$ cat src/rtl/tlb_lookup_arbiter_if.sv
// Request/response bundle for one TLB lookup client (IF or MEM).
// The requester holds req with a stable addr until gnt; the result returns as a one-cycle pulse.
interface tlb_req_if #(
    parameter int unsigned PFN_W = 3
);
    logic             req;
    logic [31:0]      addr;
    logic             gnt;
    logic             rsp_valid;
    logic [PFN_W-1:0] pfn;
    logic             page_fault;

    modport master (
        output req, addr,
        input  gnt, rsp_valid, pfn, page_fault
    );

    modport slave (
        input  req, addr,
        output gnt, rsp_valid, pfn, page_fault
    );
endinterface

$ cat src/rtl/tlb_lookup_arbiter.sv
// Shares one TLB between instruction fetch and the MEM stage.
// Two-stage pipeline: grant/capture, then compare. MEM has priority with a bounded IF starvation.
module tlb_lookup_arbiter #(
    parameter int unsigned NUM_ENT  = 8,
    parameter int unsigned ENT_W    = 44,
    parameter int unsigned PFN_W    = 3,
    parameter int unsigned MAX_WAIT = 4
) (
    input  logic                     clk,
    input  logic                     rst_n,
    input  logic [NUM_ENT*ENT_W-1:0] TLB,
    input  logic                     flush,
    tlb_req_if.slave                 if_bus,
    tlb_req_if.slave                 mem_bus,
    output logic                     tlb_multi_hit
);

    localparam int unsigned CntW    = $clog2(NUM_ENT + 1);
    localparam logic [3:0]  MaxWait = 4'(MAX_WAIT);

    logic [3:0]       wait_q, wait_d;
    logic             s1_v_q, s1_v_d;
    logic             s1_own_if_q, s1_own_if_d;
    logic [19:0]      s1_vpn_q, s1_vpn_d;

    logic             if_rsp_valid_q, if_rsp_valid_d;
    logic [PFN_W-1:0] if_pfn_q, if_pfn_d;
    logic             if_fault_q, if_fault_d;
    logic             mem_rsp_valid_q, mem_rsp_valid_d;
    logic [PFN_W-1:0] mem_pfn_q, mem_pfn_d;
    logic             mem_fault_q, mem_fault_d;
    logic             multi_q, multi_d;

    logic             if_gnt, mem_gnt;
    logic [CntW-1:0]  hit_cnt;
    logic [PFN_W-1:0] hit_pfn;
    logic             s1_live;
    logic             one_hit, no_hit, many_hit;

    // Arbitration and starvation counter.
    always_comb begin
        if_gnt  = 1'b0;
        mem_gnt = 1'b0;
        if (wait_q == MaxWait && if_bus.req && !flush) begin
            if_gnt = 1'b1;
        end else begin
            mem_gnt = mem_bus.req;
            if_gnt  = if_bus.req & ~mem_bus.req & ~flush;
        end

        wait_d = wait_q;
        if (!if_bus.req || flush || if_gnt) begin
            wait_d = '0;
        end else if (wait_q != MaxWait) begin
            wait_d = wait_q + 4'd1;
        end

        s1_v_d      = if_gnt | mem_gnt;
        s1_own_if_d = if_gnt;
        s1_vpn_d    = if_gnt ? if_bus.addr[31:12] : mem_bus.addr[31:12];
    end

    assign if_bus.gnt  = if_gnt;
    assign mem_bus.gnt = mem_gnt;

    // Compare stage; the TLB image is sampled here, one cycle after the grant.
    always_comb begin
        hit_cnt = '0;
        hit_pfn = '0;
        for (int i = 0; i < NUM_ENT; i++) begin
            if (TLB[ENT_W*i+24 +: 20] == s1_vpn_q && TLB[ENT_W*i+3] && TLB[ENT_W*i+2]) begin
                hit_cnt = hit_cnt + CntW'(1);
                hit_pfn = TLB[ENT_W*i+4 +: PFN_W];
            end
        end
        one_hit  = (hit_cnt == CntW'(1));
        no_hit   = (hit_cnt == '0);
        many_hit = !one_hit && !no_hit;

        // A flush kills an IF lookup sitting between the two stages.
        s1_live = s1_v_q & ~(flush & s1_own_if_q);

        if_rsp_valid_d  = s1_live & s1_own_if_q;
        if_pfn_d        = (if_rsp_valid_d && one_hit) ? hit_pfn : '0;
        if_fault_d      = if_rsp_valid_d & no_hit;
        mem_rsp_valid_d = s1_live & ~s1_own_if_q;
        mem_pfn_d       = (mem_rsp_valid_d && one_hit) ? hit_pfn : '0;
        mem_fault_d     = mem_rsp_valid_d & no_hit;
        multi_d         = s1_live & many_hit;
    end

    always_ff @(posedge clk or negedge rst_n) begin
        if (!rst_n) begin
            wait_q          <= '0;
            s1_v_q          <= 1'b0;
            s1_own_if_q     <= 1'b0;
            s1_vpn_q        <= '0;
            if_rsp_valid_q  <= 1'b0;
            if_pfn_q        <= '0;
            if_fault_q      <= 1'b0;
            mem_rsp_valid_q <= 1'b0;
            mem_pfn_q       <= '0;
            mem_fault_q     <= 1'b0;
            multi_q         <= 1'b0;
        end else begin
            wait_q          <= wait_d;
            s1_v_q          <= s1_v_d;
            s1_own_if_q     <= s1_own_if_d;
            s1_vpn_q        <= s1_vpn_d;
            if_rsp_valid_q  <= if_rsp_valid_d;
            if_pfn_q        <= if_pfn_d;
            if_fault_q      <= if_fault_d;
            mem_rsp_valid_q <= mem_rsp_valid_d;
            mem_pfn_q       <= mem_pfn_d;
            mem_fault_q     <= mem_fault_d;
            multi_q         <= multi_d;
        end
    end

    assign if_bus.rsp_valid   = if_rsp_valid_q;
    assign if_bus.pfn         = if_pfn_q;
    assign if_bus.page_fault  = if_fault_q;
    assign mem_bus.rsp_valid  = mem_rsp_valid_q;
    assign mem_bus.pfn        = mem_pfn_q;
    assign mem_bus.page_fault = mem_fault_q;
    assign tlb_multi_hit      = multi_q;

    // Page offset and reserved entry bits are intentionally ignored.
    logic unused_bits;
    assign unused_bits = ^{TLB, if_bus.addr[11:0], mem_bus.addr[11:0]};

endmodule

$ cat src/flat_wrapper.sv
// flat-port wrapper written by rule: the top's interface ports become plain ports
module tlb_lookup_arbiter_flat 
#(
    parameter int unsigned NUM_ENT  = 8,
    parameter int unsigned ENT_W    = 44,
    parameter int unsigned PFN_W    = 3,
    parameter int unsigned MAX_WAIT = 4
)
  (clk, rst_n, TLB, flush, tlb_multi_hit, if_bus_req, if_bus_addr, if_bus_gnt, if_bus_rsp_valid, if_bus_pfn, if_bus_page_fault, mem_bus_req, mem_bus_addr, mem_bus_gnt, mem_bus_rsp_valid, mem_bus_pfn, mem_bus_page_fault);
  tlb_req_if #(.PFN_W(PFN_W)) if_bus_i ();
  tlb_req_if #(.PFN_W(PFN_W)) mem_bus_i ();
  input  logic clk;
  input  logic rst_n;
  input  logic [NUM_ENT*ENT_W-1:0] TLB;
  input  logic flush;
  output logic tlb_multi_hit;
  input wire logic [$bits(if_bus_i.req)-1:0] if_bus_req;
  input wire logic [$bits(if_bus_i.addr)-1:0] if_bus_addr;
  output wire logic [$bits(if_bus_i.gnt)-1:0] if_bus_gnt;
  output wire logic [$bits(if_bus_i.rsp_valid)-1:0] if_bus_rsp_valid;
  output wire logic [$bits(if_bus_i.pfn)-1:0] if_bus_pfn;
  output wire logic [$bits(if_bus_i.page_fault)-1:0] if_bus_page_fault;
  input wire logic [$bits(mem_bus_i.req)-1:0] mem_bus_req;
  input wire logic [$bits(mem_bus_i.addr)-1:0] mem_bus_addr;
  output wire logic [$bits(mem_bus_i.gnt)-1:0] mem_bus_gnt;
  output wire logic [$bits(mem_bus_i.rsp_valid)-1:0] mem_bus_rsp_valid;
  output wire logic [$bits(mem_bus_i.pfn)-1:0] mem_bus_pfn;
  output wire logic [$bits(mem_bus_i.page_fault)-1:0] mem_bus_page_fault;
  assign if_bus_i.req = if_bus_req;
  assign if_bus_i.addr = if_bus_addr;
  assign if_bus_gnt = if_bus_i.gnt;
  assign if_bus_rsp_valid = if_bus_i.rsp_valid;
  assign if_bus_pfn = if_bus_i.pfn;
  assign if_bus_page_fault = if_bus_i.page_fault;
  assign mem_bus_i.req = mem_bus_req;
  assign mem_bus_i.addr = mem_bus_addr;
  assign mem_bus_gnt = mem_bus_i.gnt;
  assign mem_bus_rsp_valid = mem_bus_i.rsp_valid;
  assign mem_bus_pfn = mem_bus_i.pfn;
  assign mem_bus_page_fault = mem_bus_i.page_fault;
  tlb_lookup_arbiter #(.NUM_ENT(NUM_ENT), .ENT_W(ENT_W), .PFN_W(PFN_W), .MAX_WAIT(MAX_WAIT)) u_core (.clk(clk), .rst_n(rst_n), .TLB(TLB), .flush(flush), .if_bus(if_bus_i), .mem_bus(mem_bus_i), .tlb_multi_hit(tlb_multi_hit));
endmodule
$ cat config.mk
export PLATFORM = sky130hd
export DESIGN_NAME = tlb_lookup_arbiter_flat
export DESIGN_NICKNAME = d
export VERILOG_FILES = /design/src/rtl/tlb_lookup_arbiter_if.sv /design/src/rtl/tlb_lookup_arbiter.sv /design/src/flat_wrapper.sv
export SDC_FILE = /design/constraint.sdc
export NUM_CORES = 1
export LEC_CHECK = 0
export BUFFER_PORTS_ARGS = -buffer_cell sky130_fd_sc_hd__buf_4
export CORE_AREA = 4 4 165 167
export CTS_CLUSTER_SIZE = 12
export DETAILED_ROUTE_END_ITERATION = 8
export DIE_AREA = 0 0 169 171
export SLEW_MARGIN = 40
export SYNTH_ARGS = -nofsm -noshare
export SYNTH_HDL_FRONTEND = slang
export SYNTH_SLANG_ARGS = --single-unit
$ cat constraint.sdc
create_clock -name clk -period 7.2 [get_ports clk]
set_input_delay 0.72 -clock clk [delete_from_list [all_inputs] [get_ports clk]]
set_output_delay 0.72 -clock clk [all_outputs]
set_load 0.01 [all_outputs]
==> implementation parameters <==
Parameter                              Value

Run status
  Result of the run ... complete, no violations

Detailed routing
  Vias per cell ... around 4.4
  Detailed Route Iter0 Violations ... roughly 200
  Number of routed nets with antenna violations ... 0
  Routed wirelength normalized by instance count ... between 20 and 25 um
  Total wire length after detailed routing ... 23.7 mm
  Number of optimization iterations in the first detailed-route pass ... 7
  Residual DRC count ... 0
  Via count ... around 4700

Power
  Peak ir drop on the vdd network ... approximately 0.11 mV
  Power density over the cells ... 116 mW/mm2
  Total power draw ... approximately 0.81 mW
  Net load switching power ... about 0.26 mW
  Internal power of the cells ... about 0.55 mW
  Switching share of power ... a little under a third
  Clock power frac ... 32.2%
  Share of total power in sequential cells ... roughly a third
  Combinational power share ... about 36%
  Leakage power ... ~3.1 nW

Setup path
  Largest driver fanout on the critical path ... 10
  Critical path launch point type ... flip-flop
  Arr. time, crit path ... approximately 6.5 ns
  Critical path capture point type ... flip-flop
  Critical path type ... flip-flop to flip-flop
  Required time of the critical path ... 7.42 ns
  Cell with the largest stage delay on the worst path ... sky130_fd_sc_hd__dfrtp_1
  Buffers plus inverters on the worst setup path ... 3
  Critical Path, Cell by Cell ... xnor2_2, nand4_1, or4_1, nor2_1, a21boi_0, ha_1, inv_1, nor3_2, a21oi_1, inv_1, ha_1, nor3_1, nor2_1, ha_1, nand2_1, o31ai_2, ha_1, mux2i_1, inv_1, ha_1, xnor2_1, nand4b_1, a22oi_1, and3_1
  Most Frequent Cell on Critical Path ... sky130_fd_sc_hd__ha_1
  Crit path max-delay family ... simple AND/OR/NAND/NOR gates
  Biggest cell delay along the critical path ... 0.86 ns

Clocking
  Count of hold-fix buffers inserted at cts ... 0
  Clock tree sinks ... 37
  Insertion delay of the later-clocked pin in the worst-skew pair ... 0.29 ns
  Post-cts repair resize count ... 0
  Number of buffers inserted to repair setup after CTS ... 0
  Clock tree from TritonCTS ... done
  Library cell used as clock root buffer ... sky130_fd_sc_hd__clkbuf_16
  Reg clk slew, reported paths ... about 0.070 ns
  Number of levels in the clock H-tree ... 2
  CTS Buf Count ... 5
  Maximum buffer depth of the clock tree ... 2

Timing
  Maximum operating frequency ... roughly 160 MHz
  Final setup violating endpoints ... 0
  Unrepaired setup endpoints after global routing ... false
  Slew at the pin closest to its max-slew limit ... roughly 0.80 ns
  Worst-case headroom to the max-slew limit ... ~46%
  Count of final hold-check violations ... 0
  Setup TNS ... 0 ns
  Max Transition Viols Final ... 0
  Clock Skew ... roughly 0.0070 ns
  Final period demand of the worst path ... 6.24 ns
  Ratio of final minimum period to clock period ... between 80% and 90%

Synth
  Number of flops mapped to enable cells by yosys ... 0
  Post-synthesis sequential element count ... 37
  Synthesized instance count ... roughly 500
  Predominant post-synthesis flop cell ... sky130_fd_sc_hd__dfrtp_1
  Fraction of synthesized cell area taken by the top area cell type ... about a fifth
  Leading post-synthesis cells by instance count ... sky130_fd_sc_hd__xnor2_1, sky130_fd_sc_hd__xor2_1, sky130_fd_sc_hd__dfrtp_1, sky130_fd_sc_hd__nand4_1, sky130_fd_sc_hd__nand2_1
  Count of cell types in the netlist ... 66
  Main area contributors after synthesis ... sky130_fd_sc_hd__dfrtp_1, sky130_fd_sc_hd__xnor2_1, sky130_fd_sc_hd__xor2_1
  Part of the Yosys area used for sequential elements ... 20.6%
  Syn Area/Cell ... just over 9 um2
  Cell type with the highest aggregate area in the netlist ... sky130_fd_sc_hd__dfrtp_1
  Total number of yosys warnings ... 0
  Mapped cell area ... between 0.004 and 0.005 mm2
  Net count of the mapped netlist ... roughly 930
  Async S/R FF share, synth ... 100%

Final layout
  Fin cells ... roughly 1100
  Layout cell share with drive strength beyond 1 ... about 44%
  Signed area change from the synthesized netlist to the final layout ... 55.4%
  Number of fill cells in the layout ... 2782
  Total number of nets in the final design ... between 1000 and 1500

Place
  IO buf count ... between 200 and 300
  HPWL after DPL ... about 20 mm
  Placed Cells ... approximately 1100
  Placer congestion estimate ... 0.820

Global route
  Global-route wire length before repair ... around 33 mm
  Largest net degree at the start of global routing ... 38
  Initial antenna violation count ... 2
  Global route total overflow ... 0
  Vias in the first global route ... 5078
  Overall global routing resource usage ... 15.6%

Run
  MaxCap Viol Count ... 0

Floorplan
  Area of the core ... between 0.02 and 0.03 mm2
  Chip width ... ~170 um
  Floorplan die height ... between 150 and 200 um
  Std-Cell Rows ... 59
  Starting utilization of the core area ... ~17%
  Number of placed I/O pins ... 434
  Full die area ... roughly 0.029 mm2

Worst hold path
  Hold crit path type ... primary input to asynchronous set/reset pin
==> final cells by class <==
| type | instances | area (um2) | area share [%] |
|---|---|---|---|
| diodes | 1 | 2.50 | 0.0358 |
| clock buffers | 5 | 125 | 1.79 |
| clock inverters | 3 | 43.8 | 0.627 |
| inverters | 15 | 56.3 | 0.806 |
| multi-input cells | 418 | 3340 | 47.8 |
| flip-flops and latches | 37 | 926 | 13.3 |
| well taps | 335 | 419 | 6.00 |
| repair buffers | 276 | 2070 | 29.7 |
==> cells in the final DEF, fill, tap and decap left out, types with 6 or more instances in the layout <==
cell / n
sky130_fd_sc_hd__buf_4: 276
sky130_fd_sc_hd__xnor2_1: 83
sky130_fd_sc_hd__xor2_1: 83
sky130_fd_sc_hd__dfrtp_1: 37
sky130_fd_sc_hd__nand4_1: 30
sky130_fd_sc_hd__nand2_1: 23
sky130_fd_sc_hd__mux2_2: 21
sky130_fd_sc_hd__nor4_1: 18
sky130_fd_sc_hd__nand3_1: 14
sky130_fd_sc_hd__inv_1: 14
sky130_fd_sc_hd__a21oi_1: 14
sky130_fd_sc_hd__and3_1: 11
sky130_fd_sc_hd__nor3_1: 10
sky130_fd_sc_hd__nor2_1: 9
sky130_fd_sc_hd__ha_1: 9
sky130_fd_sc_hd__o21ai_0: 7
sky130_fd_sc_hd__xnor2_2: 6
sky130_fd_sc_hd__or4_1: 6
sky130_fd_sc_hd__and2_1: 6
==> state kept, by name, indices dropped and copies added, names as in the netlist <==
name                       cells
u_core.if_bus.page_fault       1
u_core.if_bus.pfn              3
u_core.if_bus.rsp_valid        1
u_core.mem_bus.page_fault      1
u_core.mem_bus.pfn             3
u_core.mem_bus.rsp_valid       1
u_core.s1_own_if_q             1
u_core.s1_v_q                  1
u_core.s1_vpn_q               20
u_core.tlb_multi_hit           1
u_core.wait_q                  4
==> worst paths after layout <==
path	endpoint	startpoint	slack, ns	cells past startpoint
setup / recovery	u_core.mem_bus.pfn[0]$_DFF_PN0_	u_core.s1_vpn_q[9]$_DFF_PN0_	0.96	24
hold / removal	u_core.s1_vpn_q[11]$_DFF_PN0_	rst_n	0.41	1
setup reg to reg	u_core.mem_bus.pfn[0]$_DFF_PN0_	u_core.s1_vpn_q[9]$_DFF_PN0_	0.96	24
hold reg to reg	u_core.wait_q[0]$_DFFE_PN0P_	u_core.wait_q[0]$_DFFE_PN0P_	0.49	1
max in group asynchronous	u_core.s1_vpn_q[5]$_DFF_PN0_	rst_n	6.43	1
min in group clk	u_core.wait_q[0]$_DFFE_PN0P_	u_core.wait_q[0]$_DFFE_PN0P_	0.49	1
==> layer usage <==
layer	vias up	share of wire [%]	global-route usage, %
met5	-	0.085	0
met4	2	1.7	4.06
met3	24	8.6	3.44
met2	239	47	26.7
met1	2211	42	20.0
li1	2269	-	-
==> worst reg2reg max path, delay by kind of cell (launching register included) <==
family | cells | cell delay (ns)
AND/OR/NAND/NOR | 9 | 2.29
adder cells (fa/ha/maj) | 5 | 1.40
flip-flops | 1 | 0.86
AO/OA/AOI/OAI | 4 | 0.75
XOR/XNOR | 2 | 0.37
multiplexers | 1 | 0.26
buffers and inverters | 3 | 0.23
==> power groups by stage <==
stage               Clock (mW)  Combinational (mW)  Sequential [mW]
global placement             0               0.295            0.260
detailed placement           0               0.297            0.260
global route             0.279               0.320            0.257
CTS                      0.268               0.298            0.256
floorplan                    0               0.153            0.225
finish                   0.260               0.294            0.255
==> metrics by stage <==
step / util (%) / hold WS, ns / setup slack [ns] / area, um2
after CTS: 27.1 / 0.420 / 0.879 / 6980
after floorplan: - / 0.424 / 1.57 / 4500
final: 27.1 / 0.409 / 0.960 / 6990
after detailed placement: 26.4 / 0.484 / 0.898 / 6810
after global routing: 27.1 / 0.439 / 0.569 / 6990
after global placement: 26.4 / 0.478 / 0.976 / 6800
==> logic make-up (layout without fill, tap and decap cells) <==
kind of cell | count (synthesis) | after routing | share of synthesized area, %
buffers and inverters | 42 | 299 | 5.73
DFF | 37 | 37 | 20.6
xor gates and xnor gates | 174 | 174 | 35.5
muxes | 23 | 23 | 5.98
other | 0 | 1 | 0
and+or+nand+nor | 166 | 166 | 22.4
adders and majority gates | 9 | 9 | 2.50
AOI/OAI and AO/OA | 46 | 46 | 7.29
Power figures use the tool's default switching activity.
